### config.mk
export PLATFORM = sky130hd
export DESIGN_NAME = hazard_ctrl
export DESIGN_NICKNAME = d
export VERILOG_FILES = /design/src/rtl/hazard_pkg.sv /design/src/rtl/hazard_ctrl_lu_detect.sv /design/src/rtl/hazard_ctrl.sv
export SDC_FILE = /design/constraint.sdc
export NUM_CORES = 1
export LEC_CHECK = 0
export BUFFER_PORTS_ARGS = -buffer_cell sky130_fd_sc_hd__buf_4
export CELL_PAD_IN_SITES_DETAIL_PLACEMENT = 0
export CELL_PAD_IN_SITES_GLOBAL_PLACEMENT = 1
export CORE_MARGIN = 5
export CORE_UTILIZATION = 16
export CTS_CLUSTER_SIZE = 25
export DETAILED_ROUTE_END_ITERATION = 10
export GPL_ROUTABILITY_DRIVEN = 0
export GPL_TIMING_DRIVEN = 0
export PLACE_DENSITY_LB_ADDON = 0.1
export SYNTH_ARGS = -nofsm -noshare
export SYNTH_HDL_FRONTEND = slang
export SYNTH_SLANG_ARGS = --single-unit
### constraint.sdc
create_clock -name clk -period 1.6 [get_ports clk]
set_clock_uncertainty 0.1 [all_clocks]
set_input_delay 0.08 -clock clk [delete_from_list [all_inputs] [get_ports clk]]
set_output_delay 0.08 -clock clk [all_outputs]
set_load 0.005 [all_outputs]
### src/rtl/hazard_pkg.sv
// Shared types and helpers for the pipeline hazard controller.
// The optional HAZARD_PERF_CNT_EN macro, when defined, adds stall/flush performance counters to hazard_ctrl.
package hazard_pkg;

    localparam int REG_IDX_W_DEF = 5;

    typedef enum logic [1:0] {
        IDLE     = 2'd0,
        LU_STALL = 2'd1,
        MC_BUSY  = 2'd2
    } hazard_state_t;

    typedef struct packed {
        logic pc_en;
        logic ifid_en;
        logic idex_en;
        logic exmem_en;
        logic memwb_en;
        logic ifid_flush;
        logic idex_flush;
        logic exmem_flush;
        logic memwb_flush;
    } stage_ctrl_t;

    // Free-running pipeline: everything advances, nothing is squashed.
    function automatic stage_ctrl_t ctrl_default();
        stage_ctrl_t c;
        c = '{pc_en: 1'b1, ifid_en: 1'b1, idex_en: 1'b1, exmem_en: 1'b1, memwb_en: 1'b1,
              ifid_flush: 1'b0, idex_flush: 1'b0, exmem_flush: 1'b0, memwb_flush: 1'b0};
        return c;
    endfunction

    // Held in reset: nothing advances, every register is bubbled.
    function automatic stage_ctrl_t ctrl_reset();
        stage_ctrl_t c;
        c = '{pc_en: 1'b0, ifid_en: 1'b0, idex_en: 1'b0, exmem_en: 1'b0, memwb_en: 1'b0,
              ifid_flush: 1'b1, idex_flush: 1'b1, exmem_flush: 1'b1, memwb_flush: 1'b1};
        return c;
    endfunction

    // Data memory stall: whole pipe frozen, WB receives a bubble.
    function automatic stage_ctrl_t ctrl_mem_wait();
        stage_ctrl_t c;
        c = '{pc_en: 1'b0, ifid_en: 1'b0, idex_en: 1'b0, exmem_en: 1'b0, memwb_en: 1'b1,
              ifid_flush: 1'b0, idex_flush: 1'b0, exmem_flush: 1'b0, memwb_flush: 1'b1};
        return c;
    endfunction

    // Taken branch/jump: squash the two wrong-path instructions behind EX.
    function automatic stage_ctrl_t ctrl_redirect();
        stage_ctrl_t c;
        c = ctrl_default();
        c.ifid_flush = 1'b1;
        c.idex_flush = 1'b1;
        return c;
    endfunction

    // Multi-cycle op in EX: freeze front end, bubble into MEM.
    function automatic stage_ctrl_t ctrl_mc_stall();
        stage_ctrl_t c;
        c = ctrl_default();
        c.pc_en       = 1'b0;
        c.ifid_en     = 1'b0;
        c.idex_en     = 1'b0;
        c.exmem_flush = 1'b1;
        return c;
    endfunction

    // Load-use: hold PC and IF/ID, bubble into EX.
    function automatic stage_ctrl_t ctrl_lu_stall();
        stage_ctrl_t c;
        c = ctrl_default();
        c.pc_en      = 1'b0;
        c.ifid_en    = 1'b0;
        c.idex_flush = 1'b1;
        return c;
    endfunction

endpackage

### src/rtl/hazard_ctrl_lu_detect.sv
// Combinational load-use comparator across all ID source ports.
module lu_detect #(
    parameter int NUM_SRC   = 2,
    parameter int REG_IDX_W = hazard_pkg::REG_IDX_W_DEF
) (
    input  logic [NUM_SRC*REG_IDX_W-1:0] id_src_idx,
    input  logic [NUM_SRC-1:0]           id_src_used,
    input  logic [REG_IDX_W-1:0]         ex_rd_idx,
    input  logic                         ex_mem_read,
    output logic                         lu
);
    import hazard_pkg::*;

    logic any_match_s;

    // OR together per-port matches; x0 and unused ports never count.
    always_comb begin
        any_match_s = 1'b0;
        for (int k = 0; k < NUM_SRC; k++) begin
            if (id_src_used[k] && (id_src_idx[k*REG_IDX_W +: REG_IDX_W] == ex_rd_idx)) begin
                any_match_s = 1'b1;
            end else begin
                any_match_s = any_match_s;
            end
        end
    end

    assign lu = ex_mem_read && (ex_rd_idx != '0) && any_match_s;

endmodule

### src/rtl/hazard_ctrl.sv
// Pipeline hazard controller: load-use, multi-cycle EX, memory wait and redirect handling.
// Optional build macro HAZARD_PERF_CNT_EN adds saturating performance counters.
module hazard_ctrl
    import hazard_pkg::*;
#(
    parameter int NUM_SRC   = 2,
    parameter int REG_IDX_W = REG_IDX_W_DEF,
    parameter int LOAD_LAT  = 1
) (
    input  logic                         clk,
    input  logic                         rst_n,
    input  logic [NUM_SRC*REG_IDX_W-1:0] id_src_idx,
    input  logic [NUM_SRC-1:0]           id_src_used,
    input  logic [REG_IDX_W-1:0]         ex_rd_idx,
    input  logic                         ex_mem_read,
    input  logic                         ex_mc_start,
    input  logic                         ex_mc_done,
    input  logic                         ex_redirect,
    input  logic                         mem_wait,
    output logic                         pc_en,
    output logic                         ifid_en,
    output logic                         idex_en,
    output logic                         exmem_en,
    output logic                         memwb_en,
    output logic                         ifid_flush,
    output logic                         idex_flush,
    output logic                         exmem_flush,
    output logic                         memwb_flush
`ifdef HAZARD_PERF_CNT_EN
    ,
    output logic [31:0]                  perf_lu_cycles,
    output logic [31:0]                  perf_mc_cycles,
    output logic [31:0]                  perf_flush_events
`endif
);

    hazard_state_t state_q, state_d;
    logic [2:0]    lu_cnt_q, lu_cnt_d;
    logic          lu_s;
    logic          redirect_acc_s;
    logic          mc_stall_s;
    logic          lu_stall_s;
    stage_ctrl_t   ctrl_s;

    lu_detect #(
        .NUM_SRC   (NUM_SRC),
        .REG_IDX_W (REG_IDX_W)
    ) u_lu_detect (
        .id_src_idx  (id_src_idx),
        .id_src_used (id_src_used),
        .ex_rd_idx   (ex_rd_idx),
        .ex_mem_read (ex_mem_read),
        .lu          (lu_s)
    );

    // Event classification in priority order; mem_wait masks everything below it.
    assign redirect_acc_s = !mem_wait && ex_redirect && (state_q != MC_BUSY);
    assign mc_stall_s     = !mem_wait && !redirect_acc_s && !ex_mc_done &&
                            ((state_q == MC_BUSY) || ((state_q == IDLE) && ex_mc_start));
    assign lu_stall_s     = !mem_wait && !redirect_acc_s && !mc_stall_s &&
                            ((state_q == LU_STALL) || ((state_q == IDLE) && lu_s));

    // State and stall-counter register.
    always_ff @(posedge clk or negedge rst_n) begin
        if (!rst_n) begin
            state_q  <= IDLE;
            lu_cnt_q <= 3'd0;
        end else begin
            state_q  <= state_d;
            lu_cnt_q <= lu_cnt_d;
        end
    end

    // Next-state and counter update; mem_wait holds everything.
    always_comb begin
        state_d  = state_q;
        lu_cnt_d = lu_cnt_q;
        if (mem_wait) begin
            state_d  = state_q;
            lu_cnt_d = lu_cnt_q;
        end else if (redirect_acc_s) begin
            state_d  = IDLE;
            lu_cnt_d = 3'd0;
        end else begin
            case (state_q)
                IDLE: begin
                    if (mc_stall_s) begin
                        state_d = MC_BUSY;
                    end else if (lu_stall_s && (LOAD_LAT > 1)) begin
                        state_d  = LU_STALL;
                        lu_cnt_d = 3'(LOAD_LAT - 1);
                    end else begin
                        state_d = IDLE;
                    end
                end
                LU_STALL: begin
                    if (lu_cnt_q == 3'd1) begin
                        state_d  = IDLE;
                        lu_cnt_d = 3'd0;
                    end else begin
                        lu_cnt_d = lu_cnt_q - 3'd1;
                    end
                end
                MC_BUSY: begin
                    if (ex_mc_done) begin
                        state_d = IDLE;
                    end else begin
                        state_d = MC_BUSY;
                    end
                end
                default: begin
                    state_d  = IDLE;
                    lu_cnt_d = 3'd0;
                end
            endcase
        end
    end

    // Zero-latency stage controls; reset forces every register to bubble and hold.
    always_comb begin
        ctrl_s = ctrl_default();
        if (!rst_n) begin
            ctrl_s = ctrl_reset();
        end else if (mem_wait) begin
            ctrl_s = ctrl_mem_wait();
        end else if (redirect_acc_s) begin
            ctrl_s = ctrl_redirect();
        end else if (mc_stall_s) begin
            ctrl_s = ctrl_mc_stall();
        end else if (lu_stall_s) begin
            ctrl_s = ctrl_lu_stall();
        end else begin
            ctrl_s = ctrl_default();
        end
    end

    assign pc_en       = ctrl_s.pc_en;
    assign ifid_en     = ctrl_s.ifid_en;
    assign idex_en     = ctrl_s.idex_en;
    assign exmem_en    = ctrl_s.exmem_en;
    assign memwb_en    = ctrl_s.memwb_en;
    assign ifid_flush  = ctrl_s.ifid_flush;
    assign idex_flush  = ctrl_s.idex_flush;
    assign exmem_flush = ctrl_s.exmem_flush;
    assign memwb_flush = ctrl_s.memwb_flush;

`ifdef HAZARD_PERF_CNT_EN
    logic [31:0] perf_lu_q, perf_mc_q, perf_flush_q;

    // Saturating counters for attributed stall cycles and accepted redirects.
    always_ff @(posedge clk or negedge rst_n) begin
        if (!rst_n) begin
            perf_lu_q    <= 32'd0;
            perf_mc_q    <= 32'd0;
            perf_flush_q <= 32'd0;
        end else begin
            if (lu_stall_s && (perf_lu_q != 32'hFFFF_FFFF)) begin
                perf_lu_q <= perf_lu_q + 32'd1;
            end
            if (mc_stall_s && (perf_mc_q != 32'hFFFF_FFFF)) begin
                perf_mc_q <= perf_mc_q + 32'd1;
            end
            if (redirect_acc_s && (perf_flush_q != 32'hFFFF_FFFF)) begin
                perf_flush_q <= perf_flush_q + 32'd1;
            end
        end
    end

    assign perf_lu_cycles    = perf_lu_q;
    assign perf_mc_cycles    = perf_mc_q;
    assign perf_flush_events = perf_flush_q;
`endif

endmodule

-- Word level (Yosys, flattened, before mapping)
Cells that the tools add are included.
- add/sub/neg operators: 1
- multiplexer cells: 15
- bitwise logic cells: 1
- eq/ne operators: 8
- reductions and logical operators: 24
- operators with widths (kind ; count):
    two-way mux 9 bit ; 5
    logical AND 1 bit ; 13
    equality test 5 bit ; 2
    two-way mux 2 bit ; 4
    two-way mux 3 bit ; 2
    one-hot mux 2 bit (3 select lines) ; 1
    one-hot mux 3 bit (2 select lines) ; 1
    nonzero test 5 bit ; 1
    logical NOT 1 bit ; 4
    AND reduction 2 bit ; 2
    equality test 3 x 1 -> 1 bit (second input constant) ; 1
    != test 3 x 2 -> 1 bit (second input constant) ; 1
    subtractor 3 x 1 -> 3 bit (second input constant) ; 1
    equality test 2 x 1 -> 1 bit (second input constant) ; 1
    equality test 2 bit (second input constant) ; 1
    logical NOT 2 bit ; 1
    logical OR 1 bit ; 2
    two-way mux 1 bit ; 2
    != test 2 x 1 -> 1 bit (second input constant) ; 1
    != test 2 bit (second input constant) ; 1
    OR reduction 2 bit ; 1
    inverter 1 bit ; 1
- input port bits: 24
- flip-flop bits (word level): 5
- logic and storage cells: 51
- output and inout port bits: 9

-- Logic depth before layout (Yosys ltp)
- depth after elaboration: 15
- mapped depth: 5
- depth with buffers taken out: 4

-- Hierarchy
Synthesis repeated with hierarchy kept, for this count alone.
- cells, all modules: 38
- area total of the unflattened synthesis: 274.0 um^2
- by module, submodules not included (module ; instances ; cells an instance ; area an instance (um^2) ; seq. area each (um^2)):
    hazard_ctrl ; 1 ; 21 ; 140.1 ; 25.0
    lu_detect ; 1 ; 17 ; 133.9 ; 0.0

-- Least setup slack after synthesis
No wires, ideal clock.
- kind: reg2out
- from: register state_q[1]
- to: output port pc_en
- data required time: 1420 ps
- data arrival time: 1187 ps
- stages on the path, launching flop included: 5
- buffers on the path: 1
- setup slack: 233 ps
- path through: dfrtp_1 o21ai_0 nand2_1 a31oi_1 buf_4
- cells in the longest elaborated chain, start to end: 14
- elaborated cells between the ends (all ways): 21
- classes of those cells: eq/ne (3); mux (5); reduce/logical (13)
- RTL lines (what ; line ; source):
    start, declared ; hazard_ctrl.sv:37 ; hazard_state_t state_q, state_d;
    start signal, assigned ; hazard_ctrl.sv:69 ; state_q <= state_d;
    != test 2 bit ; hazard_ctrl.sv:57 ; assign redirect_acc_s = !mem_wait && ex_redirect && (state_q != MC_BUSY);
    logical AND 1 bit ; hazard_ctrl.sv:57 ;
    logical NOT 1 bit ; hazard_ctrl.sv:58, hazard_ctrl.sv:60 ;
    logical AND 1 bit ; hazard_ctrl.sv:58, hazard_ctrl.sv:60 ;
    logical AND 1 bit (2 in series) ; hazard_ctrl.sv:58 ; assign mc_stall_s = !mem_wait && !redirect_acc_s && !ex_mc_done &&
    logical NOT 1 bit ; hazard_ctrl.sv:60 ; assign lu_stall_s = !mem_wait && !redirect_acc_s && !mc_stall_s &&
    logical AND 1 bit (2 in series) ; hazard_ctrl.sv:60 ;
    two-way mux 9 bit ; hazard_ctrl.sv:130 ; end else if (lu_stall_s) begin
    two-way mux 9 bit ; hazard_ctrl.sv:128 ; end else if (mc_stall_s) begin
    two-way mux 9 bit (*) ; hazard_ctrl.sv:126 ; end else if (redirect_acc_s) begin
    two-way mux 9 bit (*) ; hazard_ctrl.sv:124 ; end else if (mem_wait) begin
    two-way mux 9 bit (*) ; hazard_ctrl.sv:122 ; if (!rst_n) begin
    end, declared ; hazard_ctrl.sv:20 ; output logic pc_en,
Mark *: on every way between the ends. The rest lies on a longest branch, timed or not.

-- Worst setup path in the final report
- from: input port rst_n
- to: output port ifid_en
- cells in the longest elaborated chain, start to end: 1
- RTL lines (what ; line ; source):
    start, declared ; hazard_ctrl.sv:11 ; input logic rst_n,
    two-way mux 9 bit ; hazard_ctrl.sv:122 ;
    end, declared ; hazard_ctrl.sv:21 ; output logic ifid_en,
No other way between the ends.

==> metrics.yaml <==
postCtsSetupRepairBufs: 0
grt_pass1_vias: 371
io_buffers: 32
drive_gt1_share_pct: 51.5
status: "completed"
placedCellCount: 84
yosysTopAreaCell: "xnor2_1"
largest_reg_flops: 1
max-vdd-ir-drop_uv: 114
avgRoutedWirePerCell_um: 10.6
first_pass_iters: 1
cp-end-kind: "primary output"
r2r_cells: 2
drtIter0Drc: 0
ff2ff_setup_slack_ps: 570
overflow: 0
worst-path-buf-inv: 4
reg2reg_from: "state_q[1]$_DFFE_PN0N_"
netlist_instances: 36
grt_max_degree: 6
max_stage_delay_ps: 540
pin_count: 33
initial_core_util_pct: 16.6
grt.total_usage_pct: 6.84
clkLatencyLatePin_ps: 0
grt_setup_unrepaired: "no"
slew_violations: 0
post-route-min-period_ps: 1460
mappedNetlistArea_um2: 246
antenna_left: 0
crit_chain: "dlygate4sd3_1, buf_6, nand2b_1, inv_1, nand2_1, a31oi_1, buf_4"
grt_pass1_wl_mm: 1.46
ys_ff_latch: 1
path_max_fanout: 5
ys_seq_area_share_pct: 10.2
seq_area_um2: 25.0
clk_pin_slew_ps: 0
yosysWarnings: 0
viasPerCell: 4.18
fmax_ghz: 0.683
slew-limit-headroom_pct: 75.6
n_antenna_cell: 0
largest-register: "state_q"
area_growth_pct: 112
post-route-period-util_pct: 91.6
p_per_area_nw_per_um2: 303
finalNonFillerCells: 84
avgSynthCellArea_um2: 6.85
hold_depth: 3
rows: 14
slowest_stage: "dlygate4sd3_1"
num_vias: 351
synth_nets: 60
die_h_um: 49.3
final_util_pct: 35.0
min_to: "state_q[1]$_DFFE_PN0N_"
min_path_type: "primary input to flip-flop"
drt-total-wl_um: 893
worstReg2RegEnd: "state_q[1]$_DFFE_PN0N_"
reg_top3: "state_q (1)"
cp_top_family: "buffers and inverters"
die-area_um2: 2430
worstPathRequired_ps: 1420
core-area_um2: 1490
nFillCells: 171
fin_nets: 94
tightest_slew_ps: 363
antenna_found_initial: 0
multi_input_area_um2: 208
p_leak_nw: 0.262
ys_types: 15
drc: 0
fp.dieW_um: 49.3
maxCapViolations: 0
worstSetupPathType: "primary input to primary output"
cp_data_arrival_time_ps: 1280
finalSetupViolCount: 0
start_kind: "primary input"
hp-start: "mem_wait"
yosysTopAreaCellShare_pct: 35.5
hold_viol_final: 0
yosys-top-cells-area: "xnor2_1 (36%), nand2_1 (12%), dfrtp_1 (10%)"
holdWs_ps: 213
[power breakdown]
group,total [mW],internal [mW],switching (mW)
clock network,0,0,0
logic,0.128,0.0836,0.0444
registers,0.0299,0.0281,0.00184
[how the worst max path moves through the flow]
stage,cells past startpoint,slack [ps],startpoint,endpoint
5_1_grt,7,30,rst_n,pc_en
2_1_floorplan,4,230,state_q[1]$_DFFE_PN0N_,pc_en
3_5_place_dp,5,-60,state_q[1]$_DFFE_PN0N_,pc_en
4_1_cts,8,30,rst_n,pc_en
3_3_place_gp,5,-50,state_q[1]$_DFFE_PN0N_,pc_en
6_report,7,140,rst_n,ifid_en
[per-layer routing]
layer	wire length, um	track usage, %	vias up	part of all wire (%)
met3	137	2.14	0	15
met1	353	8.17	143	40
met5	0	0	-	0
met2	403	12.4	25	45
li1	-	-	183	-
met4	0	0	0	0
[worst reg2reg max path: cells and delay by family, from the launching register on]
| family | cells | cell delay (ps) |
|---|---|---|
| flip-flops | 1 | 370 |
| AO/OA/AOI/OAI | 1 | 330 |
| AND/OR/NAND/NOR | 1 | 80 |
[metrics by stage]
step	total power, mW	TNS (ps)	setup WS, ps	instance area, um^2
after floorplan	0.0780	0	233	246
after global routing	0.171	0	33.1	522
after detailed placement	0.158	-63.7	-63.7	507
after CTS	0.160	0	34.2	517
after global placement	0.157	-47.9	-47.9	507
final	0.158	0	135	522
[layout by cell type (no fill, tap or decap)]
cell type	n
and2b_1	1
nand2_1	8
nor2_2	1
inv_1	2
o21ai_1	1
a31o_1	1
nor4bb_2	1
dfrtp_1	1
buf_4	32
xnor2_1	10
buf_6	1
nor2_1	2
or4_1	1
a31oi_1	1
nand2b_1	1
nand4_1	2
dlygate4sd3_1	1
o22ai_1	1
[cell families (layout without fill, tap and decap cells)]
| logic type | count (synthesis) | in the layout | share of synthesized area [%] |
|---|---|---|---|
| flops | 1 | 1 | 10.2 |
| simple gates | 17 | 17 | 34.5 |
| xor+xnor | 10 | 10 | 35.5 |
| buf+inv | 4 | 36 | 9.14 |
| compound gates | 4 | 4 | 10.7 |
[synth_stat cells, drive strengths merged]
master,n
nand2b,1
o22ai,1
or4,1
dfrtp,1
nand4,2
and2b,1
nor2,3
buf,2
inv,2
xnor2,10
nand2,8
a31o,1
o21ai,1
nor4bb,1
a31oi,1
[layout make-up]
class | instances | share of cell area (%)
repair buffers | 33 | 48.7
inverters | 2 | 1.44
well taps | 16 | 3.84
multi-input cells | 31 | 39.8
flip-flops and latches | 1 | 4.80
plain buffers | 1 | 1.44
[timing repair]
item	in CTS	in global routing
resized for setup	1	3
hold endpoints to repair	1	0
setup endpoints to repair	1	1
hold buffers	1	0
No activity file was read; power rests on OpenSTA's default activity.
